File: config.mk
export PLATFORM = sky130hd
export DESIGN_NAME = mux_rr_reg
export DESIGN_NICKNAME = d
export VERILOG_FILES = /design/src/rtl/mux_rr_reg.sv
export SDC_FILE = /design/constraint.sdc
export NUM_CORES = 1
export LEC_CHECK = 0
export CAP_MARGIN = 20
export CORE_UTILIZATION = 42
export DETAILED_ROUTE_END_ITERATION = 8
export GPL_ROUTABILITY_DRIVEN = 0
export HOLD_SLACK_MARGIN = 0.1
export PLACE_DENSITY = 0.92
export SLEW_MARGIN = 20
export SYNTH_ARGS = -nofsm -noshare
export SYNTH_HDL_FRONTEND = slang
export SYNTH_SLANG_ARGS = --single-unit
File: constraint.sdc
create_clock -name clk -period 5.1 [get_ports clk]
set_input_delay 1.02 -clock clk [delete_from_list [all_inputs] [get_ports clk]]
set_output_delay 1.02 -clock clk [all_outputs]
set_load 0.02 [all_outputs]
File: src/rtl/mux_rr_reg.sv
// N:1 registered multiplexer with valid/ready handshake.
// Fixed-select or round-robin arbitration feeds one output register stage.
module mux_rr_reg #(
  parameter int WIDTH = 8,
  parameter int N_CH  = 4,
  parameter int SELW  = 2
) (
  input  logic                   clk,
  input  logic                   rst_n,
  input  logic [N_CH*WIDTH-1:0]  in_data,
  input  logic [N_CH-1:0]        in_valid,
  output logic [N_CH-1:0]        in_ready,
  input  logic                   modo,
  input  logic [SELW-1:0]        sel,
  output logic [WIDTH-1:0]       out_data,
  output logic [SELW-1:0]        out_ch,
  output logic                   out_valid,
  input  logic                   out_ready
);

  logic [N_CH-1:0][WIDTH-1:0] ch_data;
  logic [SELW-1:0]            ptr;
  logic [SELW-1:0]            gnt;
  logic                       gnt_vld;
  logic                       ld;

  assign ch_data = in_data;
  assign ld      = !out_valid || out_ready;

  // Round-robin scan runs from the far end back so the lowest offset past ptr wins.
  always_comb begin
    int j;
    j       = 0;
    gnt_vld = 1'b0;
    gnt     = '0;
    if (!modo) begin
      for (int i = 0; i < N_CH; i++) begin
        if (sel == SELW'(i) && in_valid[i]) begin
          gnt_vld = 1'b1;
          gnt     = SELW'(i);
        end
      end
    end else begin
      for (int k = N_CH; k >= 1; k--) begin
        j = int'(ptr) + k;
        if (j >= N_CH) j = j - N_CH;
        if (in_valid[j]) begin
          gnt_vld = 1'b1;
          gnt     = SELW'(j);
        end
      end
    end
  end

  for (genvar i = 0; i < N_CH; i++) begin : g_rdy
    assign in_ready[i] = ld && gnt_vld && (gnt == SELW'(i));
  end

  always_ff @(posedge clk or negedge rst_n) begin
    if (!rst_n) begin
      out_valid <= 1'b0;
      out_data  <= '0;
      out_ch    <= '0;
      ptr       <= SELW'(N_CH - 1);
    end else if (ld) begin
      if (gnt_vld) begin
        out_data  <= ch_data[gnt];
        out_ch    <= gnt;
        out_valid <= 1'b1;
        if (modo) ptr <= gnt;
      end else begin
        out_valid <= 1'b0;
      end
    end
  end

endmodule

---- Word-level counts from Yosys, hierarchy flattened ----
Index checks and enable logic that the tools add are counted.
operators by class
  multiplexer cells ....................... 40
  reductions and logical operators ........ 15
  $add $sub $neg .......................... 8
  order comparisons ....................... 9
  equality and inequality tests ........... 6
operators with widths
  operator                                              number
  two-way mux 32 bit                                    8
  < comparator 32 x 4 -> 1 bit (second input constant)  4
  two-way mux 1 bit                                     19
  binary-select mux 8 bit (select 2 bit)                1
  two-way mux 2 bit                                     7
  subtractor 3 x 3 -> 4 bit (second input constant)     3
  >= comparator 3 bit (second input constant)           3
  logical AND 1 bit                                     9
  binary-select mux 1 bit (select 2 bit)                4
  == test 2 bit (second input constant)                 4
  two-way mux 8 bit                                     1
  adder 2 x 2 -> 3 bit (second input constant)          2
  subtractor 4 x 3 -> 5 bit (second input constant)     1
  adder 2 x 3 -> 4 bit (second input constant)          1
  == test 2 x 1 -> 1 bit (second input constant)        2
  >= comparator 4 x 3 -> 1 bit (second input constant)  1
  zero test 2 bit                                       2
  adder 2 x 1 -> 3 bit (second input constant)          1
  < comparator 2 x 3 -> 1 bit (second input constant)   1
  AND reduction 3 bit                                   1
  AND reduction 2 bit                                   1
  zero test 1 bit                                       1
  logical OR 1 bit                                      1
storage, ports and cells
  output and inout port bits .............. 15
  bits of input ports ..................... 42
  logic and storage cells ................. 82
  register bits after elaboration ......... 13

---- Depth between registers and ports, before layout ----
Gate-level depths: netlist (run 1).
  word-level depth ........................ 14
  depth in mapped cells ................... 8
  depth with buffers taken out ............ 5

---- Least setup slack after synthesis (run 1) ----
OpenSTA, ideal clock, no wires.
  path type ............................... input to output
  start ................................... input in_valid[3]
  end ..................................... output in_ready[3]
  stages on the path ...................... 8
  data required time ...................... 4.080 ns
  path buffers ............................ 3
  data arrival time ....................... 2.538 ns
  path slack .............................. 1.542 ns
  cells stage by stage .................... buf_4 > nand2_1 > o221a_2 > buf_2 > a21o_1 > buf_6 > or2_2 > nor2b_1
between the ends
  cells in the longest elaborated chain, start to end .. 10
  elaborated cells on any way between the ends .. 28
  those cells by class .................... 1 x eq/ne; 24 x mux; 3 x reduce/logical
RTL lines
  element                                                                      line  source
  from (decl)                                                                  11    input logic [N_CH-1:0] in_valid,
  binary-select mux 1 bit (select 2 bit)                                       47    if (in_valid[j]) begin
  two-way mux 1 bit (not written as such) (2 in series)                        47
  two-way mux 2 bit / two-way mux 1 bit (equally long branches) (4 in series)  47
  two-way mux 2 bit / two-way mux 1 bit (equally long branches)                36    if (!modo) begin
  == test 2 bit / logical AND 1 bit (equally long branches)                    56    assign in_ready[i] = ld && gnt_vld && (gnt == SELW'(i));
  logical AND 1 bit (*)                                                        56
  to (decl)                                                                    12    output logic [N_CH-1:0] in_ready,
Every way passes the cells marked *; elsewhere a longest branch is shown, timed or not. The select of a mux whose other input is x is not followed.

---- Worst setup path in the final report (run 1) ----
Ends and elaborated chain as after synthesis.

==> impl_table.tex, run 1 <==
\begin{tabular}{lr}
\hline
Metric & Value \\
\hline
\multicolumn{2}{l}{\textbf{Floorplan}} \\
\quad Core region area & 2477 um\^{}2 \\
\quad I/O Pins & 57 \\
\quad Die Area & 2812 um\^{}2 \\
\quad Starting density of the core & 44.14\% \\
\quad Die Span Y & 53.03 um \\
\quad Die outline width & 53.03 um \\
\quad Rows & 18 \\
\multicolumn{2}{l}{\textbf{Layout}} \\
\quad ANT cells & 0 \\
\quad Number of nets in the final layout & 215 \\
\quad Share of cells above drive strength 1 & 12.21\% \\
\quad Layout overhead on the synthesized area & 52.97\% \\
\multicolumn{2}{l}{\textbf{Drt}} \\
\quad Detail Route Antenna Nets & 0 \\
\quad First-iteration detailed-routing DRC count & 12 \\
\quad Routed vias/inst & 5.649 \\
\quad Detailed-route DRC error count & 0 \\
\quad Total number of vias & 1,141 \\
\quad Number of optimization iterations in the first detailed-route pass & 4 \\
\quad Wirelength per Cell & 15.53 um \\
\quad Total wire length after detailed routing & 3.137 mm \\
\multicolumn{2}{l}{\textbf{Critical path}} \\
\quad Kind of capture point of the worst setup path & output pin \\
\quad Maximum fanout along the worst path & 12 \\
\quad Largest incremental delay on the critical path & 0.67 ns \\
\quad Setup crit start kind & primary input \\
\quad Crit-path slowest cell & clkdlybuf4s50\_1 \\
\quad Most frequent cell on the critical path & clkdlybuf4s50\_1 \\
\quad CP required & 4.08 ns \\
\quad Worst setup path category & primary input to output pin \\
\quad Cell-by-cell trace of the critical path & clkdlybuf4s50\_1 -> nor3b\_1 -> a211o\_1 -> a21o\_1 -> or2\_2 -> nor2b\_1 -> clkdlybuf4s50\_1 \\
\quad Arrival time reported for the critical path endpoint & 3.67 ns \\
\multicolumn{2}{l}{\textbf{GRT}} \\
\quad Total GRT Usage & 23.01\% \\
\quad Grt ovf & 0 \\
\quad Pin count of the biggest net entering global routing & 14 \\
\quad Vias in the first global route & 1,067 \\
\quad Global-route wire length before repair & 4.664 mm \\
\quad Initial antenna violation count & 0 \\
\multicolumn{2}{l}{\textbf{Clock network}} \\
\quad CTS tree & done \\
\quad Post-CTS setup buffers & 0 \\
\quad CTS hold repair buffers & 0 \\
\quad H-tree Lvls & 1 \\
\quad Cts repair resizes & 0 \\
\quad Number of clock buffers inserted by TritonCTS & 3 \\
\quad Buffer levels on the longest clock path & 2 \\
\quad Source-to-sink clock delay at the later pin of the worst-skew pair & 0.29 ns \\
\quad Worst-path clk slew & 0.08 ns \\
\quad Clk root buf & clkbuf\_4 \\
\quad Sinks on the clock net & 13 \\
\multicolumn{2}{l}{\textbf{Timing}} \\
\quad Shortest clock period the worst path allows after layout & 4.687 ns \\
\quad Fin. Hold Viols & 0 \\
\quad Transition time at the pin with the least slew margin & 0.5989 ns \\
\quad Pins over their slew limit & 0 \\
\quad Layout Skew & 0.004188 ns \\
\quad RSZ-0062 raised after global routing & no \\
\quad Setup violation total in the final timing report & 0 \\
\quad Tightest slew margin relative to the limit & 59.95\% \\
\quad Tcrit/Tclk final & 91.89\% \\
\quad Total Negative Setup Slacks & 0 ns \\
\quad Max Clk Rate & 0.2134 GHz \\
\multicolumn{2}{l}{\textbf{Power and ir drop}} \\
\quad Leakage power & 0.6721 nW \\
\quad Largest voltage drop on the vdd net & 0.2206 mV \\
\quad Power Dens Cells & 337.5 nW/um\^{}2 \\
\quad Final Power & 564.5 uW \\
\multicolumn{2}{l}{\textbf{Logic synthesis}} \\
\quad Post-synthesis average cell area & 9.189 um\^{}2 \\
\quad Synth Register Bits & 13 \\
\quad Sequential element share of the synthesized area & 29.98\% \\
\quad Count of unique library cells instantiated by Yosys & 35 \\
\quad Synth warn & 0 \\
\quad Post-Syn Nets & 161 \\
\quad Instance count of the mapped netlist & 119 \\
\quad Post-synthesis instance area & 1094 um\^{}2 \\
\multicolumn{2}{l}{\textbf{Min path}} \\
\quad Path class of the lowest-slack min-delay path & flip-flop to flip-flop \\
\multicolumn{2}{l}{\textbf{Place}} \\
\quad Port Buffer Count & 56 \\
\quad Placed wire-length estimate after detailed placement & 2.499 mm \\
\multicolumn{2}{l}{\textbf{Run}} \\
\quad \# Max-Cap Violations & 0 \\
\multicolumn{2}{l}{\textbf{Outcome}} \\
\quad Status & completed \\
\hline
\end{tabular}
per-stage QoR:
step / util (%) / hold slack [ns] / std cells / setup slack [ns] / cell area (um^2)
2_1_floorplan: - / 0.4850 / 119 / 1.542 / 1094
3_3_place_gp: 66.41 / 0.4655 / 198 / 0.5457 / 1645
3_5_place_dp: 66.41 / 0.4830 / 198 / 0.4207 / 1645
4_1_cts: 67.53 / 0.5039 / 202 / 0.4333 / 1673
5_1_grt: 67.53 / 0.5287 / 202 / 0.2695 / 1673
6_report: 67.53 / 0.5038 / 202 / 0.4134 / 1673
metal layers:
metal	track usage (%)	vias to the layer above	wire length, um	share of wire, %
li1	-	550	-	-
met1	23.94	526	1210	39
met2	45.78	58	1620	52
met3	4.310	7	257	8.2
met4	6.140	0	48	1.5
met5	0	-	0	0
path summary, 6_finish.rpt:
| kind | start | slack [ns] | to | depth (start not counted) |
|---|---|---|---|---|
| worst min-delay path | out_ch[1] | 0.50 | out_ch[1] | 2 |
| worst min register to register | out_ch[1] | 0.50 | out_ch[1] | 2 |
| max in group asynchronous | rst_n | 3.61 | out_valid | 1 |
| min in group asynchronous | rst_n | 1.10 | out_data[4] | 1 |
| worst max-delay path | in_valid[3] | 0.41 | in_ready[3] | 7 |
| worst max register to register | ptr[0] | 2.76 | out_data[7] | 6 |
logic make-up (layout without fill, tap and decap cells):
family / count (synthesis) / count (layout) / synth area share [%]
compound gates: 37 / 37 / 30.66
simple gates: 37 / 37 / 16.93
buf+inv: 20 / 73 / 9.726
flops: 13 / 13 / 29.98
mux: 12 / 12 / 12.70
power breakdown:
part / internal [mW] / leakage (nW) / switching (mW) / total, mW
clock network: 0.0292 / 0.0177 / 0.0386 / 0.0678
logic: 0.158 / 0.510 / 0.160 / 0.318
registers: 0.146 / 0.145 / 0.0321 / 0.178
total: 0.334 / 0.672 / 0.231 / 0.565
worst max-delay path, delay by kind of cell:
family / cells / cell delay (ns)
compound gates: 2 / 0.77
buf+inv: 2 / 1.29
simple gates: 3 / 0.58
registers in the layout, indices dropped and copies added, names as in the netlist:
name,flops
out_ch,2
out_data,8
out_valid,1
ptr,2
final cells by class:
class	instances	area (um^2)
inverter	10	37.54
clock buffer	3	22.52
sequential	13	327.8
tap	30	37.54
fill	205	804.5
timing repair buffer	59	583.1
multi-input combinational	86	659.4
clock inverter	1	5.005
cells in the final DEF (no fill, tap or decap), types with 3 or more instances in the layout:
cell and count:
clkdlybuf4s50_1 56, a211oi_1 16, nor2_1 13, dfrtp_1 11, inv_1 10, mux2i_1 9
nand2_1 7, a2111oi_2 6, nor3b_1 4, nand2b_1 3, nor2b_1 3, clkbuf_4 3
buf_4 3
cells in the mapped netlist:
cell,number,share of area [%]
a211o_1,1,0.80
o221a_2,1,1.0
buf_6,3,3.1
clkbuf_1,2,0.69
o2bb2ai_1,1,0.80
and3_1,1,0.57
a21oi_2,1,0.80
nor3b_1,4,2.7
o21bai_1,2,1.4
nor3_1,1,0.46
mux2_2,2,2.1
a21oi_1,1,0.46
a2111oi_2,6,8.2
buf_2,4,1.8
mux2i_1,9,8.2
a211oi_1,16,11
a32o_1,1,0.92
dfstp_2,2,4.8
o221ai_1,1,0.80
nand2b_1,3,1.7
buf_4,1,0.69
a2111oi_1,2,1.8
a311oi_1,1,0.80
nand2_1,7,2.4
or2_2,2,1.1
inv_1,10,3.4
a21o_1,2,1.4
nor2b_1,3,1.7
o21ai_0,1,0.46
nand3b_1,1,0.69
and2_1,1,0.57
nor2_1,13,4.5
dfrtp_1,11,25
nand3_1,1,0.46
mux4_1,1,2.4
Power figures use the tool's default switching activity.
==> run 2: changes to the inputs <==
--- a/config.mk
+++ b/config.mk
@@ -9,9 +9,8 @@
 export CORE_UTILIZATION = 42
 export DETAILED_ROUTE_END_ITERATION = 8
 export GPL_ROUTABILITY_DRIVEN = 0
-export HOLD_SLACK_MARGIN = 0.1
+export HOLD_SLACK_MARGIN = 0.06
 export PLACE_DENSITY = 0.92
-export SLEW_MARGIN = 20
 export SYNTH_ARGS = -nofsm -noshare
 export SYNTH_HDL_FRONTEND = slang
 export SYNTH_SLANG_ARGS = --single-unit
==> results of run 2 <==
No change in the layout: final DEF, timing and power equal those of run 1.
